### src/rtl/axis_frame_decoder.sv
// Decodes an AXI-stream of two-color pixels into WIDTH-bit rows and hands each
// row to a consumer. It also counts frames and keeps sticky framing and color error flags.
module axis_frame_decoder #(
  parameter int                DWIDTH      = 32,
  parameter int                WIDTH       = 8,
  parameter int                HEIGHT      = 1,
  parameter logic [DWIDTH-1:0] ALIVE_COLOR = DWIDTH'(32'hFFFFFFFF),
  parameter logic [DWIDTH-1:0] DEAD_COLOR  = DWIDTH'(32'h00000000)
) (
  input  logic              clk,
  input  logic              rst,
  input  logic              S_AXIS_TVALID,
  output logic              S_AXIS_TREADY,
  input  logic [DWIDTH-1:0] S_AXIS_TDATA,
  input  logic              S_AXIS_TLAST,
  output logic [WIDTH-1:0]  row_data,
  output logic              row_valid,
  input  logic              row_ready,
  output logic [15:0]       row_index,
  output logic              frame_done,
  output logic [15:0]       frame_count,
  output logic              err_color,
  output logic              err_last_early,
  output logic              err_last_missing,
  input  logic              err_clear
);
  localparam int              PW       = (WIDTH > 1) ? $clog2(WIDTH) : 1;
  localparam logic [PW-1:0]   LAST_PIX = PW'(WIDTH - 1);
  localparam logic [15:0]     LAST_ROW = 16'(HEIGHT - 1);

  typedef enum logic {COLLECT, PRESENT} state_t;
  state_t        state;
  logic [PW-1:0] pix_cnt;

  logic beat, is_alive, is_bad, last_pix, last_row, early, missing;
  assign beat     = S_AXIS_TVALID & S_AXIS_TREADY;
  assign is_alive = (S_AXIS_TDATA == ALIVE_COLOR);
  assign is_bad   = !is_alive && (S_AXIS_TDATA != DEAD_COLOR);
  assign last_pix = (pix_cnt == LAST_PIX);
  assign last_row = (row_index == LAST_ROW);
  // TLAST is only legal on the final pixel of the final row.
  assign early    = beat & S_AXIS_TLAST & ~(last_pix & last_row);
  assign missing  = beat & ~S_AXIS_TLAST & last_pix & last_row;

  always_ff @(posedge clk) begin
    if (rst) begin
      state            <= COLLECT;
      S_AXIS_TREADY    <= 1'b1;
      row_valid        <= 1'b0;
      row_data         <= '0;
      row_index        <= '0;
      pix_cnt          <= '0;
      frame_done       <= 1'b0;
      frame_count      <= '0;
      err_color        <= 1'b0;
      err_last_early   <= 1'b0;
      err_last_missing <= 1'b0;
    end else begin
      frame_done <= 1'b0;
      // A new event wins over a coincident clear.
      err_color        <= (err_color        & ~err_clear) | (beat & is_bad);
      err_last_early   <= (err_last_early   & ~err_clear) | early;
      err_last_missing <= (err_last_missing & ~err_clear) | missing;
      case (state)
        COLLECT: begin
          if (beat) begin
            if (early) begin
              row_data  <= '0;
              pix_cnt   <= '0;
              row_index <= '0;
            end else begin
              row_data[pix_cnt] <= is_alive;
              if (last_pix) begin
                pix_cnt       <= '0;
                state         <= PRESENT;
                S_AXIS_TREADY <= 1'b0;
                row_valid     <= 1'b1;
              end else begin
                pix_cnt <= pix_cnt + 1'b1;
              end
            end
          end
        end
        PRESENT: begin
          if (row_ready) begin
            state         <= COLLECT;
            S_AXIS_TREADY <= 1'b1;
            row_valid     <= 1'b0;
            row_data      <= '0;
            if (last_row) begin
              row_index   <= '0;
              frame_done  <= 1'b1;
              frame_count <= frame_count + 16'd1;
            end else begin
              row_index <= row_index + 16'd1;
            end
          end
        end
        default: state <= COLLECT;
      endcase
    end
  end
endmodule

### config.mk
export PLATFORM = sky130hd
export DESIGN_NAME = axis_frame_decoder
export DESIGN_NICKNAME = d
export VERILOG_FILES = /design/src/rtl/axis_frame_decoder.sv
export SDC_FILE = /design/constraint.sdc
export NUM_CORES = 1
export LEC_CHECK = 0
export CORE_MARGIN = 2
export CORE_UTILIZATION = 45
export DETAILED_ROUTE_END_ITERATION = 10
export MAX_ROUTING_LAYER = met4
export PLACE_DENSITY = 0.86
export SLEW_MARGIN = 25
export SYNTH_ARGS = -nofsm -noshare
export SYNTH_HDL_FRONTEND = slang
export SYNTH_SLANG_ARGS = --single-unit
export TNS_END_PERCENT = 5
### constraint.sdc
create_clock -name clk -period 5.8 [get_ports clk]
set_input_delay 1.16 -clock clk [delete_from_list [all_inputs] [get_ports clk]]
set_output_delay 1.16 -clock clk [all_outputs]
set_load 0.03 [all_outputs]
==> results of run 1 <==
worst min-delay path: stages (launching register included):
cell and delay [ns]:
dfxtp_1 0.34, nand2_1 0.05, o21ai_0 0.06
Yosys cell counts (2+ instances only):
library cell and n:
a21o_1 3, a21oi_1 21, a221o_1 3, a22o_1 4, a31oi_1 2, and2_1 5, and3_1 5, and4_1 8
buf_1 2, buf_2 4, buf_6 2, clkbuf_1 9, dfxtp_1 50, ha_1 5, inv_1 11, mux2_2 4
nand2_1 21, nand2b_1 6, nand3_1 19, nand4_1 29, nor2_1 17, nor2b_1 6, nor3_1 6, nor4_1 15
nor4_2 2, o21a_1 3, o21ai_0 17, o221ai_1 6, o311ai_0 6, o31ai_1 3, o41ai_1 6, or2_2 6
or3_1 4, or4_1 7, xor2_1 2
through the flow:
stage                     instances  worst slack, ns  hold slack [ns]  utilization [%]  cell area, um2
after floorplan                 330             3.21            0.504                -            2730
after global placement          474             2.12            0.444             61.0            3590
after detailed placement        474             2.03            0.455             61.1            3600
after global routing            482             2.15            0.509             62.8            3690
after CTS                       482             2.34            0.477             62.7            3690
final                           482             2.31            0.474             62.8            3690
final timing paths:
check / startpoint / to / slack (ns) / depth (start not counted)
setup / recovery: row_ready / row_index[10]$_SDFFE_PP0P_ / 2.31 / 5
hold reg to reg: err_color$_SDFF_PP0_ / err_color$_SDFF_PP0_ / 0.47 / 2
setup reg to reg: row_index[0]$_SDFFE_PP0P_ / frame_count[6]$_SDFFE_PP0P_ / 2.78 / 7
hold / removal: err_color$_SDFF_PP0_ / err_color$_SDFF_PP0_ / 0.47 / 2
flip-flops by register name, indices dropped and copies added, names as in the netlist:
name / flops
S_AXIS_TREADY: 1
err_color: 1
err_last_early: 1
err_last_missing: 1
frame_count: 16
frame_done: 1
pix_cnt: 3
row_data: 8
row_index: 16
row_valid: 1
state: 1
routing by layer:
| layer | global-route usage (%) | up-vias |
|---|---|---|
| li1 | - | 1441 |
| met1 | 28.2 | 1415 |
| met2 | 38.4 | 140 |
| met3 | 5.05 | 17 |
| met4 | 9.83 | 0 |
| met5 | - | - |
final cells by class:
cell class              instances  area (um2)
clock buffers                   7        86.3
clock inverters                 1        5.00
fillers                       502        2190
inverters                      11        41.3
multi-input cells             252        1610
flip-flops and latches         50        1000
well taps                      75        93.8
repair buffers                 86         853
cells by family after synthesis:
| family | Yosys count |
|---|---|
| adder cells (fa/ha/maj) | 5 |
| buffers and inverters | 28 |
| AND/OR/NAND/NOR | 161 |
| AO/OA/AOI/OAI | 79 |
| flip-flops | 50 |
| multiplexers | 4 |
| XOR/XNOR | 3 |
power by group through the flow:
stage          clock network, mW  logic, mW  registers [mW]
2_1_floorplan                  0     0.0175           0.355
3_3_place_gp                   0     0.0535           0.354
3_5_place_dp                   0     0.0559           0.354
4_1_cts                    0.212     0.0561           0.346
5_1_grt                    0.230     0.0604           0.346
6_report                   0.209     0.0562           0.346
==> flow_summary.toml, run 1 <==
[status]
status = "finished, final reports clean"

[worst_setup_path]
slowest_delay_ns = 0.83
cp_top_family = "simple AND/OR/NAND/NOR gates"
worstPathRequired_ns = 6.03
start_kind = "input port"
worstPathArrival_ns = 3.71
path_cells = "clkdlybuf4s50_1 > nand2_1 > nor2_1 > or4b_2 > o211ai_1"
critical_path_class = "input port to flip-flop"
critPathBufInv = 1
cp_slowest_cell = "nor2_1"
end_kind = "flip-flop"
crit_fanout = 23

[drt]
wl_per_cell_um = 15.5
vias = 3013
top_layer_used = "met4"
drtAntennaViolNets = 0
drc = 0
met2_length_mm = 3.72
met3WireLength_um = 559
drt_iter0_markers = 288
avgViaCountPerCell = 6.25
wl_mm = 7.46
met1_length_mm = 3.04
first_pass_iters = 5

[global_routing]
grt_pass1_wl_mm = 12.2
grt_max_degree = 35
overflow = 0
antenna_found_initial = 0
grt_pass1_vias = 2743
track_usage_pct = 23.6

[power_and_ir_drop]
clockPowerShare_pct = 34.2
switching_share_pct = 22.9
total_power_uw = 611
internal_power_uw = 471
ir_worst_vdd_v = 0.0000866
cellLeakagePower_nw = 1.25
p_seq_share_pct = 56.6
power_frac_comb_pct = 9.2
p_switching_uw = 140
power_density_nw_per_um2 = 165

[synthesis]
synth_nets = 373
synth-compound-area-share_pct = 19.5
syn_avg_cell_area_um2 = 8.27
netlist_area_um2 = 2730
synth_fa_ha_area_share_pct = 2.29
yosys.area_share.xor_xnor_pct = 0.963
muxShareOfSynthArea_pct = 1.65
ys_ff_latch = 50
synth_edf_count = 0
yosysUniqueCellTypes = 46
yosys_most_used_dff = "dfxtp_1"
synth_warnings = 0
syn-instance-count = 330
ys_async_sr_fraction_pct = 0
seq_area_frac_synth_pct = 36.7
synth_area_leader_cell = "dfxtp_1"
yosys.area_share.simple_pct = 34.3
ys_top_cells_by_area = "dfxtp_1 37%, nand4_1 6.7%, a21oi_1 3.9%"
synth_top_family_by_area = "simple AND/OR/NAND/NOR gates"
synth_top_area_share_pct = 36.7

[placement]
hpwl_mm = 5.50
gp_congestion = 0.857
port_buffers = 83

[sta]
relSlewSlack_pct = 34.3
fmax_mhz = 287
clock_skew_ns = 0.00173
hold_viol_final = 0
setup_tns_ns = 0
setup_viol = 0
period_share_pct = 60.1
rsz0062_at_grt = "false"
slew_viol_final = 0
worst_pin_slew_ns = 0.979
post-route-min-period_ns = 3.49

[clock_tree]
clk_latency_ns = 0.30
cts_buffers = 5
htreeDepth = 2
clockRootBuffer = "clkbuf_8"
cts_resized = 0
cts_tree = "done"
postCtsSetupBuffers = 0
cts.sinks = 50
clock_path_buffers = 2
path_clk_slew_ns = 0.09
cts-hold-fix-buffers = 0

[floorplan]
io_pins = 84
placementRows = 28
die_y_um = 81.9
start_util_pct = 46.3
core_area_um2 = 5890
die_area_um2 = 6700
die_w_um = 81.9

[final_layout]
layout_common_cells = "83 x clkdlybuf4s50_1, 50 x dfxtp_1, 29 x nand4_1"
layout_commonest_cell = "clkdlybuf4s50_1"
drive_gt1_share_pct = 6.14
antennaDiodeCount = 0
area_growth_syn_to_layout_pct = 35.5
layout.nets = 449

[job]
max_cap_violations = 0

[worst_hold_path]
hp-class = "flip-flop to flip-flop"
(Power assumes the default switching activity.)
==> run 2: changes to the inputs <==
CORE_UTILIZATION = 42   (was 45)
PLACE_DENSITY = 0.85   (was 0.86)
clock period = 3.2 ns   (was 5.8 ns; I/O delays follow)
==> flow_summary.toml, run 2 (same netlist as run 1, synthesis figures left out) <==
[final_layout]
layout_common_cells = "83 x clkdlybuf4s50_1, 50 x dfxtp_1, 29 x nand4_1"
antennaDiodeCount = 0
layout.nets = 455
drive_gt1_share_pct = 6.78
reg_top3 = "frame_count (16), row_index (16), row_data (8)"
layout_commonest_cell = "clkdlybuf4s50_1"
nFillCells = 587
area_growth_syn_to_layout_pct = 37.3

[drt]
avgViaCountPerCell = 5.98
vias = 2929
wl_mm = 7.32
drtAntennaViolNets = 0
drc = 0
first_pass_iters = 4
drt_iter0_markers = 265
wl_per_cell_um = 14.9

[floorplan]
placementRows = 29
die_area_um2 = 7150
core_area_um2 = 6310
die_y_um = 84.6
start_util_pct = 43.2
die_w_um = 84.6
io_pins = 84

[power_and_ir_drop]
clockPowerShare_pct = 37.6
ir_worst_vdd_v = 0.000176
internal_power_uw = 914
p_seq_share_pct = 53.8
power_frac_comb_pct = 8.6
switching_share_pct = 21.6
cellLeakagePower_nw = 1.28
power_density_nw_per_um2 = 311
p_switching_uw = 251

[clock_tree]
cts-hold-fix-buffers = 0
clockRootBuffer = "clkbuf_8"
clock_path_buffers = 2
cts_tree = "done"
postCtsSetupBuffers = 0
path_clk_slew_ns = 0.08
cts_buffers = 5
cts.sinks = 50
clk_latency_ns = 0.31
htreeDepth = 2
cts_resized = 0

[worst_setup_path]
critPathBufInv = 2
cp_slowest_cell = "or4_1"
start_kind = "flip-flop"
critical_path_class = "flip-flop to flip-flop"
crit_fanout = 27
worstPathRequired_ns = 3.42
slowest_delay_ns = 0.68
end_kind = "flip-flop"
path_cells = "inv_1 > ha_1 > or4b_1 > or4_1 > buf_4 > o21a_1 > o221ai_1"
worstPathArrival_ns = 3.02
cp_top_family = "simple AND/OR/NAND/NOR gates"

[global_routing]
grt_pass1_vias = 2677
grt_pass1_wl_mm = 12.1
overflow = 0
track_usage_pct = 20.7
grt_max_degree = 31
antenna_found_initial = 0

[sta]
post-route-min-period_ns = 2.81
clock_skew_ns = 0.00760
setup_tns_ns = 0
setup_viol = 0
period_share_pct = 87.8
fmax_mhz = 356
hold_viol_final = 0
slew_viol_final = 0
rsz0062_at_grt = "false"
final.setup.worst_slack_ns = 0.391
relSlewSlack_pct = 58.9
worst_pin_slew_ns = 0.617

[placement]
hpwl_mm = 5.41
gp_congestion = 0.918
pre_cts_ws_ns = 0.426
port_buffers = 83

[worst_hold_path]
hp-class = "flip-flop to flip-flop"

[job]
max_cap_violations = 0

[status]
status = "finished, final reports clean"
## run 2: cell count changes in the layout (fill, tap and decap cells not counted), sizes merged
cell    previous run  this run
buf                3         9
bufinv             0         1
clkinv             1         0
## run 2: stage by stage
stage | area (um2) | std cells | util (%) | hold slack (ns) | power (mW)
floorplan | 2730 | 330 | - | 0.504 | 0.676
global placement | 3640 | 482 | 57.6 | 0.442 | 0.739
detailed placement | 3640 | 482 | 57.6 | 0.463 | 0.742
CTS | 3740 | 490 | 59.3 | 0.481 | 1.17
global route | 3740 | 490 | 59.3 | 0.498 | 1.21
finish | 3740 | 490 | 59.3 | 0.475 | 1.16
## run 2: power by group through the flow
| stage | logic (mW) | clock network (mW) | registers [mW] |
|---|---|---|---|
| 2_1_floorplan | 0.0317 | 0 | 0.644 |
| 3_3_place_gp | 0.0970 | 0 | 0.642 |
| 3_5_place_dp | 0.0998 | 0 | 0.642 |
| 4_1_cts | 0.100 | 0.442 | 0.627 |
| 5_1_grt | 0.108 | 0.470 | 0.628 |
| 6_report | 0.100 | 0.438 | 0.627 |
## run 2: cell type report
| class | count | area (um2) | share of cell area [%] |
|---|---|---|---|
| tap | 77 | 96.3 | 2.57 |
| timing repair buffer | 92 | 898 | 24.0 |
| clock buffer | 7 | 76.3 | 2.04 |
| clock inverter | 1 | 30.0 | 0.802 |
| sequential | 50 | 1000 | 26.7 |
| inverter | 11 | 41.3 | 1.10 |
| multi-input combinational | 252 | 1600 | 42.8 |
## run 2: per-layer routing
metal | GRT usage [%] | vias to the layer above | wire (um)
met3 | 4.52 | 7 | 428
met2 | 34.6 | 87 | 3560
li1 | - | 1452 | -
met5 | - | - | 0
met1 | 25.3 | 1383 | 3230
met4 | 5.34 | 0 | 94
## run 2: worst paths after layout
check | start | end | slack (ns) | cells past startpoint
setup / recovery | row_index[0]$_SDFFE_PP0P_ | row_index[3]$_SDFFE_PP0P_ | 0.39 | 7
hold / removal | row_valid$_SDFFE_PP0P_ | row_valid$_SDFFE_PP0P_ | 0.47 | 2
setup reg to reg | row_index[0]$_SDFFE_PP0P_ | row_index[3]$_SDFFE_PP0P_ | 0.39 | 7
hold reg to reg | row_valid$_SDFFE_PP0P_ | row_valid$_SDFFE_PP0P_ | 0.47 | 2
## run 2: worst min-delay path, delay by kind of cell, from the launching register on
family / cells / cell delay, ns
DFF: 1 / 0.32
AOI/OAI and AO/OA: 1 / 0.05
and+or+nand+nor: 1 / 0.06
==> run 3: changes to the inputs <==
PLACE_DENSITY = 0.77   (was 0.85)
==> flow_summary.toml, run 3 (same netlist as run 1, synthesis figures left out) <==
[clock_tree]
cts.sinks = 50
clockRootBuffer = "clkbuf_8"
cts-hold-fix-buffers = 0
postCtsSetupBuffers = 0
htreeDepth = 2
cts_resized = 0
cts_tree = "done"
clk_latency_ns = 0.30
path_clk_slew_ns = 0.09
cts_buffers = 5
clock_path_buffers = 2

[worst_setup_path]
critical_path_class = "flip-flop to flip-flop"
start_kind = "flip-flop"
worstPathArrival_ns = 2.85
path_cells = "inv_1 > ha_1 > or4b_1 > or4_1 > buf_4 > nor4_2 > mux2_2"
worstPathRequired_ns = 3.40
slowest_delay_ns = 0.57
cp_slowest_cell = "or4_1"
rrSetupSlack_ns = 0.55
crit_fanout = 26
end_kind = "flip-flop"

[worst_hold_path]
hp-class = "flip-flop to flip-flop"

[floorplan]
core_area_um2 = 6310
io_pins = 84
placementRows = 29
die_w_um = 84.6
die_area_um2 = 7150
die_y_um = 84.6
start_util_pct = 43.2

[final_layout]
reg_top3 = "frame_count (16), row_index (16), row_data (8)"
multiInputGateArea_um2 = 1600
layout.nets = 454
area_growth_syn_to_layout_pct = 35.9
final_util_pct = 58.7
drive_gt1_share_pct = 6.33
nFillCells = 607
antennaDiodeCount = 0
layout_commonest_cell = "clkdlybuf4s50_1"
seqCellArea_um2 = 1000
layout_common_cells = "83 x clkdlybuf4s50_1, 50 x dfxtp_1, 29 x nand4_1"

[sta]
hold_viol_final = 0
post-route-min-period_ns = 2.65
hold-worst-slack_ns = 0.465
rsz0062_at_grt = "false"
fmax_mhz = 378
slew_viol_final = 0
relSlewSlack_pct = 44.8
setup_viol = 0
worst_pin_slew_ns = 0.822
period_share_pct = 82.7
clock_skew_ns = 0.00921
setup_tns_ns = 0

[global_routing]
overflow = 0
track_usage_pct = 21.7
antenna_found_initial = 0
grt_pass1_wl_mm = 12.6
grt_pass1_vias = 2707
grt_max_degree = 28

[placement]
hpwl_mm = 5.47
gp_congestion = 0.886
port_buffers = 83

[drt]
drt_iter0_markers = 170
first_pass_iters = 6
avgViaCountPerCell = 6.03
vias = 2944
wl_mm = 7.57
drtAntennaViolNets = 0
drc = 0
wl_per_cell_um = 15.5

[power_and_ir_drop]
ir_worst_vdd_v = 0.000199
cellLeakagePower_nw = 1.26
power_density_nw_per_um2 = 291

[job]
max_cap_violations = 0

[status]
status = "finished, final reports clean"
## run 3: cell count changes in the layout (fill, tap and decap cells not counted)
cell | previous run | this run
bufinv_16 | 1 | 0
buf_4 | 9 | 8
## run 3: layout make-up
cell class / instances / share of cell area, %
multi-input cells: 252 / 43.2
inverters: 11 / 1.11
clock buffers: 7 / 2.06
well taps: 77 / 2.60
repair buffers: 91 / 24.0
flip-flops and latches: 50 / 27.0
## run 3: report_power, final
group          switching (mW)  internal, mW
clock                   0.199         0.151
sequential            0.00298         0.624
combinational          0.0447        0.0553
total                   0.247         0.831
## run 3: worst max-delay path: cells and delay by family, from the launching register on
family | cells | cell delay [ns]
and+or+nand+nor | 3 | 1.34
buffers and inverters | 2 | 0.35
muxes | 1 | 0.37
DFF | 1 | 0.35
adders and majority gates | 1 | 0.14
## run 3: path summary, 6_finish.rpt
path                                           startpoint                           end  depth (start not counted)
worst max register to register  row_index[0]$_SDFFE_PP0P_  frame_count[12]$_SDFFE_PP0P_                          7
worst max-delay path            row_index[0]$_SDFFE_PP0P_  frame_count[12]$_SDFFE_PP0P_                          7
worst min register to register     row_valid$_SDFFE_PP0P_        row_valid$_SDFFE_PP0P_                          2
worst min-delay path               row_valid$_SDFFE_PP0P_        row_valid$_SDFFE_PP0P_                          2
## run 3: metrics by stage
| step | total power [mW] | setup slack, ns | instance area [um2] | cells |
|---|---|---|---|---|
| 2_1_floorplan | 0.676 | 0.610 | 2730 | 330 |
| 3_3_place_gp | 0.739 | 0.648 | 3630 | 481 |
| 3_5_place_dp | 0.742 | 0.595 | 3630 | 481 |
| 4_1_cts | 1.09 | 0.579 | 3710 | 488 |
| 5_1_grt | 1.12 | 0.455 | 3710 | 488 |
| 6_report | 1.08 | 0.555 | 3710 | 488 |
## run 3: per-layer routing
layer	vias up	GRT usage, %	part of all wire (%)
met2	110	35.6	48
met5	-	-	0
met1	1378	27.8	45
met4	0	4.33	0.73
li1	1448	-	-
met3	8	4.82	6.4
